File: src/rtl/implication_monitor.sv
// Run-time checker for "antecedent |-> ##[MIN_DELAY:MAX_DELAY] consequent" on
// NUM_CHANNELS independent channels, with failure pulses, sticky flags and counters.
module implication_monitor #(
    parameter int NUM_CHANNELS = 4,
    parameter int MIN_DELAY    = 0,
    parameter int MAX_DELAY    = 1,
    parameter int COUNT_WIDTH  = 16
) (
    input  logic                    clk,
    input  logic                    rst_n,
    input  logic                    enable,
    input  logic                    clear,
    input  logic [NUM_CHANNELS-1:0] antecedent,
    input  logic [NUM_CHANNELS-1:0] consequent,
    output logic [NUM_CHANNELS-1:0] fail_pulse,
    output logic [NUM_CHANNELS-1:0] fail_sticky,
    output logic [COUNT_WIDTH-1:0]  pass_count,
    output logic [COUNT_WIDTH-1:0]  fail_count,
    output logic                    busy
);

    localparam int PW = (MAX_DELAY > 0) ? MAX_DELAY : 1;
    localparam int SW = COUNT_WIDTH + 6;
    localparam logic [SW-1:0] SAT = {6'b0, {COUNT_WIDTH{1'b1}}};

    generate
        if (NUM_CHANNELS < 1 || NUM_CHANNELS > 32 || MIN_DELAY < 0 ||
            MIN_DELAY > MAX_DELAY || MAX_DELAY > 31 || COUNT_WIDTH < 1) begin : g_bad_params
            $error("implication_monitor: illegal parameter combination");
        end
    endgenerate

    // Age-major storage: r_pend[k] holds, per channel, attempts started k+1 cycles ago.
    logic [NUM_CHANNELS-1:0] r_pend [PW];
    logic [NUM_CHANNELS-1:0] w_a    [MAX_DELAY+1];
    logic [NUM_CHANNELS-1:0] w_d    [MAX_DELAY+1];
    logic [NUM_CHANNELS-1:0] w_next [PW];

    logic [NUM_CHANNELS-1:0] w_fail;
    logic [NUM_CHANNELS-1:0] w_pass;
    logic                    w_busy_next;
    logic [5:0]              w_pass_pop;
    logic [5:0]              w_fail_pop;
    logic [SW-1:0]           w_pass_sum;
    logic [SW-1:0]           w_fail_sum;

    logic [NUM_CHANNELS-1:0] r_fail_pulse;
    logic [NUM_CHANNELS-1:0] r_fail_sticky;
    logic [COUNT_WIDTH-1:0]  r_pass_count;
    logic [COUNT_WIDTH-1:0]  r_fail_count;
    logic                    r_busy;

    genvar g;

    assign w_a[0] = antecedent & {NUM_CHANNELS{enable}};

    generate
        for (g = 1; g <= MAX_DELAY; g++) begin : g_age
            assign w_a[g] = r_pend[g-1];
        end

        for (g = 0; g <= MAX_DELAY; g++) begin : g_dis
            if (g >= MIN_DELAY) begin : g_win
                assign w_d[g] = w_a[g] & consequent;
            end else begin : g_early
                assign w_d[g] = '0;
            end
        end

        if (MAX_DELAY > 0) begin : g_state
            for (g = 0; g < MAX_DELAY; g++) begin : g_next
                assign w_next[g] = w_a[g] & ~w_d[g];
            end
        end else begin : g_nostate
            assign w_next[0] = '0;
        end
    endgenerate

    always_comb begin
        w_fail      = w_a[MAX_DELAY] & ~w_d[MAX_DELAY];
        w_pass      = '0;
        w_busy_next = 1'b0;
        w_pass_pop  = '0;
        w_fail_pop  = '0;
        for (int unsigned k = 0; k < MAX_DELAY + 1; k++) begin
            w_pass = w_pass | w_d[k];
        end
        for (int unsigned k = 0; k < PW; k++) begin
            w_busy_next = w_busy_next | (|w_next[k]);
        end
        for (int unsigned c = 0; c < NUM_CHANNELS; c++) begin
            w_pass_pop = w_pass_pop + {5'b0, w_pass[c]};
            w_fail_pop = w_fail_pop + {5'b0, w_fail[c]};
        end
        // Sums are widened so a saturating compare is exact even for tiny counters.
        w_pass_sum = {6'b0, r_pass_count} + {{COUNT_WIDTH{1'b0}}, w_pass_pop};
        w_fail_sum = {6'b0, r_fail_count} + {{COUNT_WIDTH{1'b0}}, w_fail_pop};
    end

    always_ff @(posedge clk or negedge rst_n) begin
        if (!rst_n) begin
            for (int unsigned k = 0; k < PW; k++) begin
                r_pend[k] <= '0;
            end
            r_fail_pulse  <= '0;
            r_fail_sticky <= '0;
            r_pass_count  <= '0;
            r_fail_count  <= '0;
            r_busy        <= 1'b0;
        end else if (clear) begin
            for (int unsigned k = 0; k < PW; k++) begin
                r_pend[k] <= '0;
            end
            r_fail_pulse  <= '0;
            r_fail_sticky <= '0;
            r_pass_count  <= '0;
            r_fail_count  <= '0;
            r_busy        <= 1'b0;
        end else begin
            for (int unsigned k = 0; k < PW; k++) begin
                r_pend[k] <= w_next[k];
            end
            r_fail_pulse  <= w_fail;
            r_fail_sticky <= r_fail_sticky | w_fail;
            r_pass_count  <= (w_pass_sum > SAT) ? '1 : w_pass_sum[COUNT_WIDTH-1:0];
            r_fail_count  <= (w_fail_sum > SAT) ? '1 : w_fail_sum[COUNT_WIDTH-1:0];
            r_busy        <= w_busy_next;
        end
    end

    assign fail_pulse  = r_fail_pulse;
    assign fail_sticky = r_fail_sticky;
    assign pass_count  = r_pass_count;
    assign fail_count  = r_fail_count;
    assign busy        = r_busy;

endmodule

File: config.mk
export PLATFORM = sky130hd
export DESIGN_NAME = implication_monitor
export DESIGN_NICKNAME = d
export VERILOG_FILES = /design/src/rtl/implication_monitor.sv
export SDC_FILE = /design/constraint.sdc
export NUM_CORES = 1
export LEC_CHECK = 0
export ABC_AREA = 1
export BUFFER_PORTS_ARGS = -buffer_cell sky130_fd_sc_hd__clkbuf_2
export CAP_MARGIN = 20
export CORE_MARGIN = 3
export CORE_UTILIZATION = 54
export DETAILED_ROUTE_END_ITERATION = 8
export PLACE_DENSITY = 0.79
export REMOVE_ABC_BUFFERS = 1
export SLEW_MARGIN = 20
export SYNTH_ARGS = -nofsm -noshare
export SYNTH_HDL_FRONTEND = slang
export SYNTH_SLANG_ARGS = --single-unit
File: constraint.sdc
create_clock -name clk -period 3.7 [get_ports clk]
set_input_delay 0.185 -clock clk [delete_from_list [all_inputs] [get_ports clk]]
set_output_delay 0.185 -clock clk [all_outputs]
set_load 0.01 [all_outputs]
[After elaboration in Yosys (flattened, before gate mapping)]
Cells that the tools add are included.
Cells by class
  reductions and logical operators: 1
  multiplexer cells: 8
  magnitude comparators: 2
  add/sub/neg operators: 8
  bitwise logic cells: 9
Operators with widths (number)
  2-to-1 mux 16 bit: 4
  adder 16 x 4 -> 17 bit: 2
  greater-than comparator 17 x 16 -> 1 bit, second input constant: 2
  AND 4 bit: 5
  2-to-1 mux 4 bit: 3
  adder 3 x 1 -> 4 bit: 2
  NOT 4 bit: 2
  OR 4 bit: 2
  adder 2 x 1 -> 3 bit: 2
  adder 1 x 1 -> 2 bit: 2
  OR reduction 4 bit: 1
  2-to-1 mux 1 bit: 1
Word-level totals
  output and inout port bits: 41
  flip-flop bits (word level): 45

[Longest topological paths before layout]
  depth after elaboration: 10
  mapped depth: 14
  gate-level depth less buffers: 14

[Worst setup path before layout]
OpenSTA, ideal clock, no wires.
  path type: register -> register
  start point: register r_pend[0] (netlist bit)
  end point: register r_fail_count[2] (netlist: fail_count[2])
  setup time: 0.078 ns
  period minus slack after synthesis: 2.611 ns
  path slack: 1.089 ns
  path buffers: 1
  data required time: 3.622 ns
  data arrival time: 2.532 ns
  cell stages (with the launch flop): 15
  cell sequence: dfrtp_1 inv_1 nor2_1 fa_1 inv_1 fa_1 inv_1 fa_1 nand2_1 nor2_1 nand2_1 nor2_2 nand4_4 buf_6 a21oi_1
Between the ends
  cells in the longest elaborated chain, start to end: 10
Ends and longest elaborated chain
  from (decl): RTL line 34  | logic [NUM_CHANNELS-1:0] r_pend [PW];
  from (signal, indexed assignment): RTL line 121  | r_pend[k] <= w_next[k];
  AND 4 bit: RTL line 64  | assign w_d[g] = w_a[g] & consequent;
  NOT 4 bit: RTL line 80  | w_fail = w_a[MAX_DELAY] & ~w_d[MAX_DELAY];
  AND 4 bit (*): RTL line 80
  adder 1 x 1 -> 2 bit (*): RTL line 93  | w_fail_pop = w_fail_pop + {5'b0, w_fail[c]};
  adder 2 x 1 -> 3 bit (*): RTL line 93
  adder 3 x 1 -> 4 bit (*): RTL line 93
  adder 16 x 4 -> 17 bit (*): RTL line 97  | w_fail_sum = {6'b0, r_fail_count} + {{COUNT_WIDTH{1'b0}}, w_fail_pop};
  greater-than comparator 17 x 16 -> 1 bit: RTL line 126  | r_fail_count <= (w_fail_sum > SAT) ? '1 : w_fail_sum[COUNT_WIDTH-1:0];
  2-to-1 mux 16 bit (*): RTL line 126
  2-to-1 mux 16 bit (*): RTL line 110  | end else if (clear) begin
  to (signal assigned): RTL line 126
  to (decl): RTL line 50  | logic [COUNT_WIDTH-1:0] r_fail_count;
Every way passes the cells marked *; elsewhere a longest branch is shown, timed or not.

[Worst setup path in the final report]
  start point: register r_pend[0] (netlist bit)
  end point: register r_fail_count[10] (netlist: fail_count[10])
Same word-level chain as after synthesis.

==> flow_summary.yaml <==
outcome:
  status: "finished, final reports clean"
setup_path:
  critical_path_class: "flop to flop"
  arrival_ns: 3.12
  cp_max_fo: 16
  crit_required_ns: 3.90
  r2r-start: "r_pend[0]"
  rr_worst_depth: 13
  end_kind: "flop"
  r2r-end: "fail_count[10]"
  regToRegSetupSlack_ns: 0.78
  cp-start-kind: "flop"
die:
  dieArea_um2: 5380
  dieWidth_um: 73.4
  start_util: 0.587
  rows: 23
  die_h_um: 73.4
  io_pins: 53
  core_um2: 4170
grt:
  antenna_found_initial: 0
  gr-total-overflow: 0
  grt_pass1_vias: 2023
  grt_pass1_wl_um: 8890
  grt_use_total: 0.210
  grt_max_degree: 46
layout:
  final_cells: 398
  final_nets: 367
  synthToLayoutAreaGrowth_pct: 15.3
  nFillCells: 352
  layout-drive-gt1-share: 0.198
  antenna_cells: 0
placed_design:
  hpwlAfterDp_um: 3770
  dp_cells: 390
  place.gp.congestion: 0.820
  port_buffers: 52
drt:
  first_pass_iters: 5
  via_count: 2115
  finalWirelength_um: 5180
  vias_per_cell: 5.31
  detail-route-antenna-nets: 0
  wl_per_cell_um: 13.0
  drt-initial-drc-count: 170
  drc: 0
job:
  drv_cap: 0
hold_path:
  hold_path.class: "input pin to asynchronous set/reset pin"
cts:
  clockBufferDepth: 2
  ctsRootBufferMaster: "clkbuf_8"
  clock-sinks: 45
  htree_num_levels: 2
  post_cts_resized: 0
  cts_setup_buffers: 0
  cts_buffers: 5
  clock_insertion_delay_worst_skew_ns: 0.29
  cts_tree: "built"
  clk_pin_slew_worst_paths_ns: 0.08
  ctsHoldBuffers: 0
logic_synthesis:
  muxShareOfSynthArea: 0
  synthCells: 296
  postSynthAreaPerCell_um2: 8.28
  ys_ff_latch: 45
  synth-simple-area-share: 0.265
  ys_warn_count: 0
  synth_xor_xnor_area_share: 0.0572
  synth_adder_area_share: 0.0592
  synth-compound-area-share: 0.0949
  synth_top_family_by_area: "simple AND/OR/NAND/NOR gates"
  synth.distinct_cells: 27
  netlist_area_um2: 2450
  seq_area_frac_synth: 0.459
timing:
  final.setup.tns_ns: 0
  setup_viol: 0
  period_needed_ns: 2.92
  clock_skew_ns: 0.00482
  hold_viol: 0
  relSlewSlack: 0.351
  drv_slew: 0
  rsz0062_at_grt: "false"
  hold_ws_ns: 0.0410
  worst_slew_pin_slew_ns: 0.973
  max_freq_ghz: 0.342
  period_share: 0.789
power_and_ir_drop:
  pwr-share-comb: 0.091
  p_per_area_nw_per_um2: 328
  p_leak_uw: 0.00137
  total_power_uw: 926
  switching_power_uw: 226
  p_sw_frac: 0.244
  p_int_uw: 700
  seqPwrFrac: 0.551
  power.share.clock: 0.358
  irDropWorstVdd_uv: 176
==> cells by family after synthesis <==
| logic type | count (synthesis) |
|---|---|
| AND/OR/NAND/NOR | 147 |
| flip-flops | 45 |
| AO/OA/AOI/OAI | 43 |
| buffers and inverters | 37 |
| XOR/XNOR | 16 |
| adder cells (fa/ha/maj) | 8 |
==> stage by stage <==
step	utilization	setup slack, ns	cell area (µm²)
2_1_floorplan	-	1.11	2400
3_3_place_gp	0.653	0.918	2730
3_5_place_dp	0.653	0.785	2730
4_1_cts	0.677	0.768	2830
5_1_grt	0.677	0.574	2830
6_report	0.677	0.780	2830
==> layer usage <==
layer	share of wire	GRT usage	routed length, µm
met2	0.48	0.358	2480
met3	0.064	0.0410	332
met5	0	0	0
met4	0.0098	0.0584	51
met1	0.45	0.273	2310
==> power by group through the flow <==
stage                     sequential (µW)  combinational (µW)  clock [µW]
after global placement                520                80.4           0
after CTS                             511                85.9         335
final                                 511                84.5         331
after floorplan                       524                36.6           0
after detailed placement              521                85.4           0
after global routing                  512                98.9         360
==> synth_stat cells <==
| master | count | area, µm² |
|---|---|---|
| nand3_4 | 1 | 17.5 |
| nor3_1 | 2 | 10.0 |
| a21oi_1 | 33 | 165 |
| buf_6 | 2 | 22.5 |
| a21oi_2 | 1 | 8.76 |
| nand2_1 | 76 | 285 |
| nand3_2 | 1 | 10.0 |
| nor2_2 | 2 | 12.5 |
| o21ai_0 | 4 | 20.0 |
| nand3b_1 | 2 | 15.0 |
| clkbuf_1 | 5 | 18.8 |
| inv_1 | 29 | 109 |
| xnor2_1 | 4 | 35.0 |
| buf_4 | 1 | 7.51 |
| and2_1 | 1 | 6.26 |
| dfrtp_1 | 45 | 1130 |
| o21bai_1 | 4 | 30.0 |
| or2_2 | 2 | 12.5 |
| fa_1 | 6 | 120 |
| a41oi_1 | 1 | 8.76 |
| nand4_1 | 5 | 31.3 |
| nor2_4 | 1 | 11.3 |
| nand3_1 | 14 | 70.1 |
| xor2_1 | 12 | 105 |
| nand4_4 | 1 | 21.3 |
| nor2_1 | 39 | 146 |
| ha_1 | 2 | 25.0 |
==> registers in the layout (all words and copies together), names as in the netlist <==
signal / flops
fail_sticky: 4
fail_count: 16
fail_pulse: 4
pass_count: 16
r_pend: 4
busy: 1
==> worst max-delay path, stage by stage, from the launching register on <==
cell and delay, ns:
dfrtp_1 0.37, inv_1 0.09, nor2_1 0.08, fa_1 0.50, inv_1 0.05, fa_1 0.40
inv_1 0.12, fa_1 0.26, nand2_1 0.07, nor2_1 0.10, nand2_1 0.11, nor2_2 0.16
nand4_4 0.26, a21oi_1 0.23
==> worst max path at each step <==
stage	slack, ns	from	end
4_1_cts	0.77	r_pend[0]	fail_count[9]
3_5_place_dp	0.79	r_pend[0]	fail_count[10]
5_1_grt	0.57	r_pend[0]	fail_count[12]
6_report	0.78	r_pend[0]	fail_count[10]
3_3_place_gp	0.92	r_pend[0]	fail_count[9]
2_1_floorplan	1.11	r_pend[0]	fail_count[10]
==> cells in the final DEF, fill, tap and decap left out, drive strengths merged <==
master | netlist | final
a21oi | 34 | 34
a41oi | 1 | 1
and2 | 1 | 1
buf | 3 | 1
clkbuf | 5 | 58
clkinv | 0 | 1
dfrtp | 45 | 45
fa | 6 | 6
ha | 2 | 2
inv | 29 | 29
nand2 | 76 | 76
nand3 | 16 | 16
nand3b | 2 | 2
nand4 | 6 | 6
nor2 | 42 | 42
nor3 | 2 | 2
o21ai | 4 | 4
o21bai | 4 | 4
or2 | 2 | 2
xnor2 | 4 | 4
xor2 | 12 | 12
==> area by class of cell <==
cell class | count | area [µm²] | area share
tap | 50 | 62.6 | 0.0221
multi-input combinational | 214 | 1170 | 0.413
clock buffer | 7 | 96.3 | 0.0341
clock inverter | 1 | 5.00 | 0.00177
sequential | 45 | 1130 | 0.398
timing repair buffer | 52 | 260 | 0.0921
inverter | 29 | 109 | 0.0385
No activity file was read; power rests on OpenSTA's default activity.
